--- config.mk ---
export PLATFORM = sky130hd
export DESIGN_NAME = column_frame_sched
export DESIGN_NICKNAME = d
export VERILOG_FILES = /design/src/rtl/column_frame_sched.sv
export SDC_FILE = /design/constraint.sdc
export NUM_CORES = 1
export LEC_CHECK = 0
export CAP_MARGIN = 20
export CORE_ASPECT_RATIO = 2
export CORE_MARGIN = 3
export CORE_UTILIZATION = 45
export DETAILED_ROUTE_END_ITERATION = 6
export GPL_TIMING_DRIVEN = 0
export PLACE_DENSITY = 0.76
export SLEW_MARGIN = 20
export SYNTH_ARGS = -nofsm -noshare
export SYNTH_HDL_FRONTEND = slang
export SYNTH_SLANG_ARGS = --single-unit
--- constraint.sdc ---
create_clock -name clock -period 4 [get_ports clock]
set_clock_uncertainty 0.2 [all_clocks]
set_input_delay 0.4 -clock clock [delete_from_list [all_inputs] [get_ports clock]]
set_output_delay 0.4 -clock clock [all_outputs]
set_load 0.1 [all_outputs]
--- src/rtl/column_frame_sched.sv ---
// Frame sequencer for the column pipeline: init pulse, prime discard,
// paced column transfer with index, frame-end checking and stall timeout.
`timescale 1ns/1ps
module column_frame_sched #(
    parameter int NCOLS    = 256,
    parameter int CW       = 8,
    parameter int INIT_CYC = 2,
    parameter int TO_W     = 12,
    parameter int TIMEOUT  = 1024,
    parameter int FW       = 16
) (
    input  logic          clock,
    input  logic          init_n,
    input  logic          start,
    input  logic          abort,
    output logic          stage_init,
    input  logic          pipe_rdy,
    input  logic          pipe_last,
    output logic          pipe_req,
    input  logic          sink_rdy,
    output logic          col_valid,
    output logic [CW-1:0] col_idx,
    output logic          busy,
    output logic          done,
    output logic          err,
    output logic [FW-1:0] frame_cnt
);

    typedef enum logic [2:0] {
        S_IDLE, S_INIT, S_PRIME, S_RUN, S_DONE
    } state_t;

    localparam logic [CW-1:0]   LAST_IDX  = CW'(NCOLS - 1);
    localparam logic [TO_W-1:0] TO_LAST   = TO_W'(TIMEOUT - 1);
    localparam logic [TO_W-1:0] INIT_LAST = TO_W'(INIT_CYC - 1);

    state_t          state, state_n;
    logic [CW-1:0]   idx_n;
    logic [TO_W-1:0] to_q, to_n;
    logic            err_n;
    logic [FW-1:0]   fc_n;
    logic            init_st;
    logic            accept;
    logic            at_end;

    // Stages stay in init for as long as the sequencer itself is in reset.
    assign stage_init = init_st | ~init_n;

    always_comb begin
        state_n   = state;
        idx_n     = col_idx;
        to_n      = to_q;
        err_n     = err;
        fc_n      = frame_cnt;
        init_st   = 1'b0;
        pipe_req  = 1'b0;
        col_valid = 1'b0;
        accept    = pipe_rdy & sink_rdy & ~abort;
        at_end    = (col_idx == LAST_IDX);
        unique case (state)
            S_IDLE: begin
                if (start && !abort) begin
                    state_n = S_INIT;
                    err_n   = 1'b0;
                    idx_n   = '0;
                    to_n    = '0;
                end
            end
            S_INIT: begin
                init_st = 1'b1;
                if (abort) begin
                    state_n = S_IDLE;
                end else if (to_q == INIT_LAST) begin
                    state_n = S_PRIME;
                    to_n    = '0;
                end else begin
                    to_n = to_q + 1'b1;
                end
            end
            S_PRIME: begin
                pipe_req = pipe_rdy & ~abort;
                if (abort) begin
                    state_n = S_IDLE;
                end else if (pipe_rdy) begin
                    state_n = S_RUN;
                    to_n    = '0;
                end else if (to_q == TO_LAST) begin
                    err_n   = 1'b1;
                    state_n = S_IDLE;
                end else begin
                    to_n = to_q + 1'b1;
                end
            end
            S_RUN: begin
                col_valid = accept;
                pipe_req  = accept & ~pipe_last & ~at_end;
                if (abort) begin
                    state_n = S_IDLE;
                end else if (!pipe_rdy) begin
                    if (to_q == TO_LAST) begin
                        err_n   = 1'b1;
                        state_n = S_IDLE;
                    end else begin
                        to_n = to_q + 1'b1;
                    end
                end else begin
                    to_n = '0;
                    // Frame ends on last or on the final index; a mismatch is an error.
                    if (sink_rdy) begin
                        if (pipe_last || at_end) begin
                            err_n   = err | (pipe_last ^ at_end);
                            state_n = S_DONE;
                        end else begin
                            idx_n = col_idx + 1'b1;
                        end
                    end
                end
            end
            S_DONE: begin
                state_n = S_IDLE;
                if (!abort) fc_n = frame_cnt + 1'b1;
            end
            default: state_n = S_IDLE;
        endcase
    end

    always_ff @(posedge clock or negedge init_n) begin
        if (!init_n) begin
            state     <= S_IDLE;
            col_idx   <= '0;
            to_q      <= '0;
            err       <= 1'b0;
            frame_cnt <= '0;
            busy      <= 1'b0;
            done      <= 1'b0;
        end else begin
            state     <= state_n;
            col_idx   <= idx_n;
            to_q      <= to_n;
            err       <= err_n;
            frame_cnt <= fc_n;
            busy      <= (state_n != S_IDLE);
            done      <= (state_n == S_DONE);
        end
    end

endmodule

==> results.cfg <==
[outcome]
status = finished, final reports clean

[place]
port_buffers = 36
finalWeightedCongestion = 0.889
detail_placement_hpwl_um = 3790

[final_layout]
sequential_cell_area_um2 = 1050
post-route-util_pct = 59.2
area_delta_synth_final_pct = 25.5
insertedDiodeCount = 0
nNetsFinal = 284
area_of_combinational_cells_with_multiple_inputs_um2 = 1080
fraction_of_final_layout_cells_sized_beyond_drive_strength_1_pct = 8.06
fillerInstances = 446

[critical_path]
timing.critical_path.from = pipe_rdy
crit_path_end = pipe_req
cp_data_arrival_time_ns = 2.84
startpoint_type = input pin
setup.worst_path.end_class = output pin
criticalPathCategory = in2out
setup.reg_to_reg.worst_slack_ns = 1.32
r2r-start = col_idx[0]
worstPathMaxFanout = 8
worstPathRequired_ns = 3.40
r2r.worst_path.cells = 9
worst_r2r_endpoint = col_idx[6]

[yosys]
synth-main-ff-cell = dfrtp_1
top_cells_by_area_in_the_synthesized_netlist = dfrtp_1, xnor2_1, nand2_1
postSynthNetCount = 239
synth-seq-cells = 42
synthDominantCellAreaShare_pct = 48.0
synth_area_um2 = 2190
post_synth.cell_area_avg_um2 = 9.65
synth_enable_flop_cells = 0
synth-seq-area-share_pct = 48.0
synth_warnings = 0
asyncSetResetFlopFracSynth_pct = 100
leading_area_contributor_after_synthesis = dfrtp_1
synthCells = 227
synth_cell_type_count = 43

[sta]
slew_headroom_pct = 34.0
layout_min_cycle_time_ns = 3.44
min_period_over_period_pct = 86.0
fmaxAchievable_mhz = 291
final-max-slew-violation-count = 0
finalHoldViolations = 0
setup_viol_count_final = 0
fin_worst_hold_slack_ns = 0.281
worst-slew-pin-transition_ns = 0.988
grt_setup_unrepaired = false

[floorplan]
dieArea_um2 = 5790
core_um2 = 4640
initial_core_util_pct = 47.2
io_pins = 37
num_rows = 35
die-width_um = 55.3
height_of_the_die_um = 105

[min_path]
hp_class = reg2reg
worst_hold_path.num_cells = 1

[cts]
clk-insertion-delay-late_ns = 0.30
postCtsSetupRepairBufs = 0
numCtsBuffers = 5
cts_root_buffer = clkbuf_8
cts_num_sinks = 42
clkSlewWorstSetupHoldPaths_ns = 0.08
clockBufferDepth = 2
holdBufCountCts = 1
cts-htree-levels = 2
post_cts_resized = 0
cts_tree = built

[power_and_ir_drop]
vdd.ir_drop.worst_mv = 0.268
power_leakage_uw = 0.00113
power_density_nw_per_um2 = 373

[detailed_routing]
route.vias.total = 1880
drt-vias-per-instance = 5.73
routedWlPerCell_um = 14.9
routed_wl_um = 4900
antenna_violating_nets_left = 0
drt_pass1_iterations = 4
drc_errors = 0
drt-initial-drc-count = 49

[global_routing]
global_route_total_overflow = 0
grt_max_degree = 24
grtUsageTotal_pct = 17.7
number_of_antenna_violations_at_the_first_check_in_global_routing = 0
grt_pass1_wl_um = 8350
grt_pass1_vias = 1952

[run]
max-cap-violations = 0
cell type report:
cell class              count  share of cell area, %
multi-input cells         170                   39.4
flip-flops and latches     42                   38.2
repair buffers             38                   14.3
clock buffers               5                   2.50
well taps                  55                   2.50
inverters                  11                   1.50
clock inverters             3                  0.864
plain buffers               4                  0.728
layer usage:
metal | GRT usage (%) | up-vias | share of wire (%)
li1 | - | 903 | -
met1 | 16.5 | 916 | 36
met2 | 34.2 | 46 | 57
met3 | 3.09 | 15 | 3.1
met4 | 10.4 | 0 | 3.8
met5 | 0 | - | 0
power by group:
group	total [uW]	internal (uW)	leakage, uW	switching [uW]
Combinational	278	89.6	0.000504	189
Sequential	463	442	0.000583	21.3
Clock	285	125	0.0000408	160
sequential cells by signal (all words and copies together), names as in the netlist:
register / count
to_q: 12
err: 1
done: 1
state: 3
frame_cnt: 16
busy: 1
col_idx: 8
worst max-delay path: stages:
cell	delay [ns]
clkdlybuf4s50_1	0.64
nand2b_1	0.18
nor3_2	0.20
a31oi_1	0.11
nor2_1	0.16
clkdlybuf4s50_1	1.16
synthesized netlist by cell type, types with 2 or more instances:
cell type	n
dfrtp_1	42
nand2_1	22
nor2_1	19
nand3_1	16
xnor2_1	15
nand4_1	12
o21ai_0	12
inv_1	11
nor3_1	10
and3_1	6
xor2_1	6
a21oi_1	5
ha_1	5
nand2b_1	4
o22ai_1	4
o41ai_1	3
a211oi_1	2
and2_1	2
and4_1	2
clkbuf_1	2
nor4_1	2
o211ai_1	2
o21a_1	2
o31ai_1	2
metrics by stage:
step	setup WS, ns	cell area [um^2]	total power, uW	TNS (ns)	instances
floorplan	0.0641	2200	673	0	227
global placement	-0.0714	2630	742	-0.0714	318
detailed placement	0.613	2650	748	0	319
CTS	0.589	2750	1030	0	328
global route	0.512	2750	1080	0	328
finish	0.559	2750	1030	0	328
how the worst min path moves through the flow:
stage / slack, ns / startpoint / end
after floorplan: -0.1 / init_n / busy
after global placement: 0.26 / frame_cnt[15] / frame_cnt[15]
after detailed placement: 0.21 / init_n / to_q[9]
after CTS: 0.29 / frame_cnt[15] / frame_cnt[15]
after global routing: 0.31 / frame_cnt[15] / frame_cnt[15]
final: 0.28 / frame_cnt[15] / frame_cnt[15]
layout by cell type (no fill, tap or decap), types with 3 or more instances in the layout:
cell | synthesis | layout
nand2_1 | 22 | 22
dfrtp_1 | 42 | 42
nand2b_1 | 4 | 4
nand4_1 | 12 | 12
o21ai_0 | 12 | 12
inv_1 | 11 | 11
clkdlybuf4s50_1 | 0 | 35
clkbuf_8 | 0 | 5
a21oi_1 | 5 | 5
xor2_1 | 6 | 6
o41ai_1 | 3 | 3
o22ai_1 | 4 | 4
ha_1 | 5 | 5
nand3_1 | 16 | 16
nor2_1 | 19 | 19
xnor2_1 | 15 | 15
nor3_1 | 10 | 9
and3_1 | 6 | 6
kinds of logic after synthesis:
family | Yosys count | share of synthesized area [%]
AO/OA/AOI/OAI | 36 | 10.6
XOR/XNOR | 21 | 8.40
adder cells (fa/ha/maj) | 5 | 2.86
buffers and inverters | 15 | 2.80
flip-flops | 42 | 48.0
multiplexers | 1 | 0.514
AND/OR/NAND/NOR | 107 | 26.8
Note: power is estimated with default switching activity, not from simulation.
